--- src/rtl/fp_pkg.sv ---
// Shared types and widths for the unsigned same-exponent floating-point
// subtractor: field widths, the packed {exp, mant} result word and the
// normalisation FSM state encoding.
package fp_pkg;

    localparam int EXP_W  = 8;
    localparam int MANT_W = 23;

    typedef struct packed {
        logic [EXP_W-1:0]  exp;
        logic [MANT_W-1:0] mant;
    } fp_word_t;

    typedef enum logic [1:0] {
        IDLE,
        NORM,
        DONE
    } sub_state_e;

endpackage

--- src/rtl/unsigned_floating_point_subtractor_if.sv ---
// Operand/result handshake bundle for the subtractor.
//   in_valid/in_ready, a_mant, b_mant, exp : operand side
//   out_valid/out_ready, out, out_sign     : result side
// slave  : the subtractor
// master : the environment driving operands and consuming results
interface unsigned_floating_point_subtractor_if;
    import fp_pkg::*;

    logic                   in_valid;
    logic                   in_ready;
    logic [MANT_W:0]        a_mant;
    logic [MANT_W:0]        b_mant;
    logic [EXP_W-1:0]       exp;
    logic                   out_valid;
    logic                   out_ready;
    logic [EXP_W+MANT_W-1:0] out;
    logic                   out_sign;

    modport slave (
        input  in_valid, a_mant, b_mant, exp, out_ready,
        output in_ready, out_valid, out, out_sign
    );

    modport master (
        output in_valid, a_mant, b_mant, exp, out_ready,
        input  in_ready, out_valid, out, out_sign
    );

endinterface

--- src/rtl/fp_mant_abs_diff.sv ---
// Combinational magnitude difference of two mantissas (hidden bit explicit).
//   a, b : mantissas
//   diff : |a - b|
//   swap : 1 when b > a (operands were swapped to keep the result positive)
module fp_mant_abs_diff
    import fp_pkg::*;
(
    input  logic [MANT_W:0] a,
    input  logic [MANT_W:0] b,
    output logic [MANT_W:0] diff,
    output logic            swap
);

    always_comb begin
        swap = (b > a);
        diff = swap ? (b - a) : (a - b);
    end

endmodule

--- src/rtl/unsigned_floating_point_subtractor.sv ---
// |a - b| of two mantissas sharing one exponent, renormalised by one left
// shift per cycle. Result is {exp, mant} plus a sign flag (1 when b > a).
//   clk, rst_n : clock and asynchronous active-low reset
//   bus        : operand/result valid-ready handshake (slave side)
//
// state | meaning
// IDLE  | ready for operands
// NORM  | shifting the difference left until the hidden bit is set
// DONE  | result presented, waiting for out_ready
module unsigned_floating_point_subtractor
    import fp_pkg::*;
(
    input  logic                                 clk,
    input  logic                                 rst_n,
    unsigned_floating_point_subtractor_if.slave  bus
);

    sub_state_e        state_q, state_d;
    logic [MANT_W:0]   diff_q, diff_d;
    logic [EXP_W-1:0]  exp_q, exp_d;
    logic              sign_q, sign_d;
    fp_word_t          out_q, out_d;
    logic              out_sign_q, out_sign_d;

    logic [MANT_W:0]   abs_diff;
    logic              swap;

    fp_mant_abs_diff u_abs_diff (
        .a    (bus.a_mant),
        .b    (bus.b_mant),
        .diff (abs_diff),
        .swap (swap)
    );

    always_comb begin
        state_d    = state_q;
        diff_d     = diff_q;
        exp_d      = exp_q;
        sign_d     = sign_q;
        out_d      = out_q;
        out_sign_d = out_sign_q;

        case (state_q)
            IDLE: begin
                if (bus.in_valid) begin
                    diff_d  = abs_diff;
                    exp_d   = bus.exp;
                    sign_d  = swap;
                    state_d = NORM;
                end
            end
            NORM: begin
                if (diff_q == '0) begin
                    // Exact cancellation is reported as positive zero.
                    out_d      = '0;
                    out_sign_d = 1'b0;
                    state_d    = DONE;
                end else if (exp_q == '0) begin
                    out_d      = '{exp: '0, mant: diff_q[MANT_W-1:0]};
                    out_sign_d = sign_q;
                    state_d    = DONE;
                end else if (diff_q[MANT_W]) begin
                    out_d      = '{exp: exp_q, mant: diff_q[MANT_W-1:0]};
                    out_sign_d = sign_q;
                    state_d    = DONE;
                end else if (exp_q == EXP_W'(1)) begin
                    // Cannot shift further without leaving the normal range:
                    // emit a denormal. This stop also keeps exp_q from wrapping.
                    out_d      = '{exp: '0, mant: diff_q[MANT_W-1:0]};
                    out_sign_d = sign_q;
                    state_d    = DONE;
                end else begin
                    diff_d = {diff_q[MANT_W-1:0], 1'b0};
                    exp_d  = exp_q - EXP_W'(1);
                end
            end
            DONE: begin
                if (bus.out_ready) begin
                    state_d = IDLE;
                end
            end
            default: state_d = IDLE;
        endcase
    end

    always_ff @(posedge clk or negedge rst_n) begin
        if (!rst_n) begin
            state_q    <= IDLE;
            diff_q     <= '0;
            exp_q      <= '0;
            sign_q     <= 1'b0;
            out_q      <= '0;
            out_sign_q <= 1'b0;
        end else begin
            state_q    <= state_d;
            diff_q     <= diff_d;
            exp_q      <= exp_d;
            sign_q     <= sign_d;
            out_q      <= out_d;
            out_sign_q <= out_sign_d;
        end
    end

    assign bus.in_ready  = (state_q == IDLE);
    assign bus.out_valid = (state_q == DONE);
    assign bus.out       = out_q;
    assign bus.out_sign  = out_sign_q;

endmodule

--- src/flat_wrapper.sv ---
// flat-port wrapper written by rule: the top's interface ports become plain ports
module unsigned_floating_point_subtractor_flat import fp_pkg::*;
  (clk, rst_n, bus_in_valid, bus_a_mant, bus_b_mant, bus_exp, bus_out_ready, bus_in_ready, bus_out_valid, bus_out, bus_out_sign);
  unsigned_floating_point_subtractor_if bus_i ();
  input  logic clk;
  input  logic rst_n;
  input wire logic [$bits(bus_i.in_valid)-1:0] bus_in_valid;
  input wire logic [$bits(bus_i.a_mant)-1:0] bus_a_mant;
  input wire logic [$bits(bus_i.b_mant)-1:0] bus_b_mant;
  input wire logic [$bits(bus_i.exp)-1:0] bus_exp;
  input wire logic [$bits(bus_i.out_ready)-1:0] bus_out_ready;
  output wire logic [$bits(bus_i.in_ready)-1:0] bus_in_ready;
  output wire logic [$bits(bus_i.out_valid)-1:0] bus_out_valid;
  output wire logic [$bits(bus_i.out)-1:0] bus_out;
  output wire logic [$bits(bus_i.out_sign)-1:0] bus_out_sign;
  assign bus_i.in_valid = bus_in_valid;
  assign bus_i.a_mant = bus_a_mant;
  assign bus_i.b_mant = bus_b_mant;
  assign bus_i.exp = bus_exp;
  assign bus_i.out_ready = bus_out_ready;
  assign bus_in_ready = bus_i.in_ready;
  assign bus_out_valid = bus_i.out_valid;
  assign bus_out = bus_i.out;
  assign bus_out_sign = bus_i.out_sign;
  unsigned_floating_point_subtractor u_core (.clk(clk), .rst_n(rst_n), .bus(bus_i));
endmodule
--- config.mk ---
export PLATFORM = sky130hd
export DESIGN_NAME = unsigned_floating_point_subtractor_flat
export DESIGN_NICKNAME = d
export VERILOG_FILES = /design/src/rtl/fp_pkg.sv /design/src/rtl/unsigned_floating_point_subtractor_if.sv /design/src/rtl/fp_mant_abs_diff.sv /design/src/rtl/unsigned_floating_point_subtractor.sv /design/src/flat_wrapper.sv
export SDC_FILE = /design/constraint.sdc
export NUM_CORES = 1
export LEC_CHECK = 0
export CORE_MARGIN = 4
export CORE_UTILIZATION = 40
export DETAILED_ROUTE_END_ITERATION = 10
export PLACE_DENSITY_LB_ADDON = 0.12
export SKIP_LAST_GASP = 1
export SYNTH_ARGS = -nofsm -noshare
export SYNTH_HDL_FRONTEND = slang
export SYNTH_SLANG_ARGS = --single-unit
--- constraint.sdc ---
create_clock -name clk -period 5.4 [get_ports clk]
set_input_delay 0.54 -clock clk [delete_from_list [all_inputs] [get_ports clk]]
set_output_delay 0.54 -clock clk [all_outputs]
set_load 0.01 [all_outputs]
==> flow_metrics.py <==
metrics = {
    "clocking": {
        "cts_sinks": 67,
        "cts_tree": "built",
        "htreeDepth": 3,
        "clockBufferDepth": 2,
        "ctsRootBufferMaster": "clkbuf_16",
        "path_clk_slew_ns": 0.05,
        "clock_latency_ns": 0.33,
        "hold_buffers": 0,
        "postCtsSetupBuffers": 0,
        "cts_resized": 0,
        "cts_made_buffers": 9,
    },
    "worst_setup_path": {
        "crit_path_frequent_cell": "nand4_1",
        "crit_chain": "clkdlybuf4s50_1, inv_1, ha_1, nand4_1, nor3_1, nand4_1, a21bo_1, buf_4, mux2i_1, xnor2_1, a221o_1",
        "cpPeakStageDelay_ns": 0.86,
        "worst_setup_path_start_kind": "primary input",
        "r2r_setup_slack_ns": 1.80,
        "r2r-start": "u_core.diff_q[20]$_DFFE_PN0P_",
        "crit_fanout": 24,
        "r2r-end": "u_core.diff_q[3]$_DFFE_PN0P_",
        "r2r_cells": 9,
        "cp.arrival_ns": 4.16,
        "required_ns": 5.62,
        "crit_path_start": "bus_b_mant[6]",
        "end_kind": "flop",
        "crit_path_top_delay_cell": "a21bo_1",
        "critical_path_class": "primary input to flop",
    },
    "routing": {
        "firstDrtPassIters": 5,
        "drtAntennaViolNets": 0,
        "wire_per_inst_um": 17.1,
        "drtIter0Drc": 388,
        "drc": 0,
        "detail_route.vias_per_cell": 5.55,
        "routed_wl_um": 16100,
        "num_vias": 5237,
    },
    "die": {
        "die_y_um": 126,
        "die_x_um": 126,
        "floorplan.initialDensity_pct": 41.3,
        "core-area_mm2": 0.0135,
        "die_area_mm2": 0.0159,
        "io_pins": 94,
        "rows": 42,
    },
    "power_and_ir_drop": {
        "finalPower_uw": 3050,
        "power_density_mw_per_mm2": 443,
        "ir_drop_v": 0.000163,
        "p_leak_uw": 0.00310,
    },
    "logic_synthesis": {
        "ys.flop_type": "dfrtp_1",
        "seq_area_frac_synth_pct": 30.1,
        "synth.distinct_cells": 64,
        "syn_nets": 802,
        "synth-edff-count": 0,
        "yosys_warnings": 0,
        "netlist_area_mm2": 0.00556,
        "synth_area_per_cell_um2": 8.05,
        "synth_seq_cells": 67,
        "synth_cells": 691,
        "synthArstFlopShare_pct": 100,
    },
    "timing": {
        "fmax_ghz": 0.254,
        "skew_ns": 0.00664,
        "fin_worst_hold_slack_ns": 0.380,
        "fin_crit_ns": 3.94,
        "rsz0062_at_grt": "false",
        "max-slew-margin-rel_pct": 39.8,
        "worst_pin_slew_ns": 0.903,
        "final_max_slew_viol_count": 0,
        "period_share_pct": 73.0,
        "setup_viol": 0,
        "hold_violations": 0,
        "setup_tns_ns": 0,
    },
    "hold_path": {
        "hold_class": "primary input to async pin",
    },
    "layout": {
        "diodes": 0,
        "fin_nets": 875,
        "mostFrequentLayoutCell": "clkdlybuf4s50_1",
        "fillers": 1300,
        "final_layout_size_suffix_gt1_share_pct": 6.77,
        "final_cell_area_mm2": 0.00688,
        "syn_to_final_growth_pct": 23.7,
        "layout_common_cells": "clkdlybuf4s50_1, a21oi_1, nor2_1",
    },
    "global_route": {
        "global_route.usage.met3_pct": 2.62,
        "grt_util_met2_pct": 33.4,
        "grt-ovfl-total": 0,
        "busiest_layer": "met2",
        "antenna_found_initial": 0,
        "grtUsageMet1_pct": 28.6,
        "grt_pass1_vias": 5208,
        "grt_pass1_wl_um": 26800,
        "grtUsageTotal_pct": 20.3,
        "grt_max_degree": 68,
    },
    "placement": {
        "gp_congestion": 0.907,
        "dp.final_hpwl_um": 12600,
        "placed_area_mm2": 0.00657,
        "port_buffers": 93,
    },
    "outcome": {
        "status": "finished, final reports clean",
    },
    "job": {
        "maxCapViolCount": 0,
    },
}
## Yosys cell counts, types with 12 or more instances
master / number / area, µm²
dfrtp_1: 67 / 1680
nand2_1: 67 / 251
a21o_1: 12 / 90.1
mux2_2: 24 / 270
o22ai_1: 12 / 75.1
xnor2_1: 13 / 114
nor2_1: 68 / 255
inv_1: 62 / 233
buf_2: 12 / 60.1
ha_1: 49 / 613
clkbuf_1: 16 / 60.1
a21oi_1: 74 / 370
a211oi_1: 12 / 90.1
o21ai_0: 58 / 290
nand3_1: 12 / 60.1
## cells by family after synthesis
| logic type | count (synthesis) | synth area share (%) |
|---|---|---|
| AOI/OAI and AO/OA | 221 | 24.8 |
| xor gates and xnor gates | 20 | 3.15 |
| adders and majority gates | 51 | 11.7 |
| buffers and inverters | 97 | 7.22 |
| DFF | 67 | 30.1 |
| muxes | 34 | 6.66 |
| and+or+nand+nor | 201 | 16.3 |
## registers in the layout, summed over array words and instances, names as in the netlist
register,flops
u_core.bus.out,31
u_core.bus.out_sign,1
u_core.diff_q,24
u_core.exp_q,8
u_core.state_q,2
u_core.sign_q,1
## how the worst max path moves through the flow
| stage | to |
|---|---|
| floorplan | u_core.diff_q[23]$_DFFE_PN0P_ |
| global placement | u_core.diff_q[3]$_DFFE_PN0P_ |
| detailed placement | u_core.diff_q[3]$_DFFE_PN0P_ |
| CTS | u_core.diff_q[3]$_DFFE_PN0P_ |
| global route | u_core.diff_q[12]$_DFFE_PN0P_ |
| finish | u_core.diff_q[3]$_DFFE_PN0P_ |
## power breakdown
group          internal (µW)  total [µW]  switching, µW
Clock                    414         618            204
Combinational            680        1460            782
Sequential               751         970            219
Total                   1850        3050           1200
## layout make-up
cell class                 instances  area, µm²  area share, %
clock inverter                     2       60.1          0.873
timing repair buffer              97        956           13.9
inverter                          62        233           3.38
clock buffer                      13        250           3.64
sequential                        67       1680           24.4
multi-input combinational        527       3480           50.6
tap                              176        220           3.20
## per-layer routing
layer | part of all wire, % | wire [µm]
met1 | 48 | 7720
met2 | 46 | 7460
met3 | 4.7 | 753
met4 | 1.1 | 179
met5 | 0 | 0
## critical path: cells and delay by family
kind	cells	cell delay (ns)
multiplexers	1	0.23
adder cells (fa/ha/maj)	1	0.49
XOR/XNOR	1	0.09
buffers and inverters	3	0.88
AO/OA/AOI/OAI	2	1.15
AND/OR/NAND/NOR	3	0.77
## metrics by stage
step,cells,setup WS [ns],util [%]
global placement,929,1.20,48.8
floorplan,691,2.44,-
global route,944,1.13,51.1
CTS,944,1.47,51.1
finish,944,1.46,51.1
detailed placement,929,1.12,48.8
(Power assumes the default switching activity.)
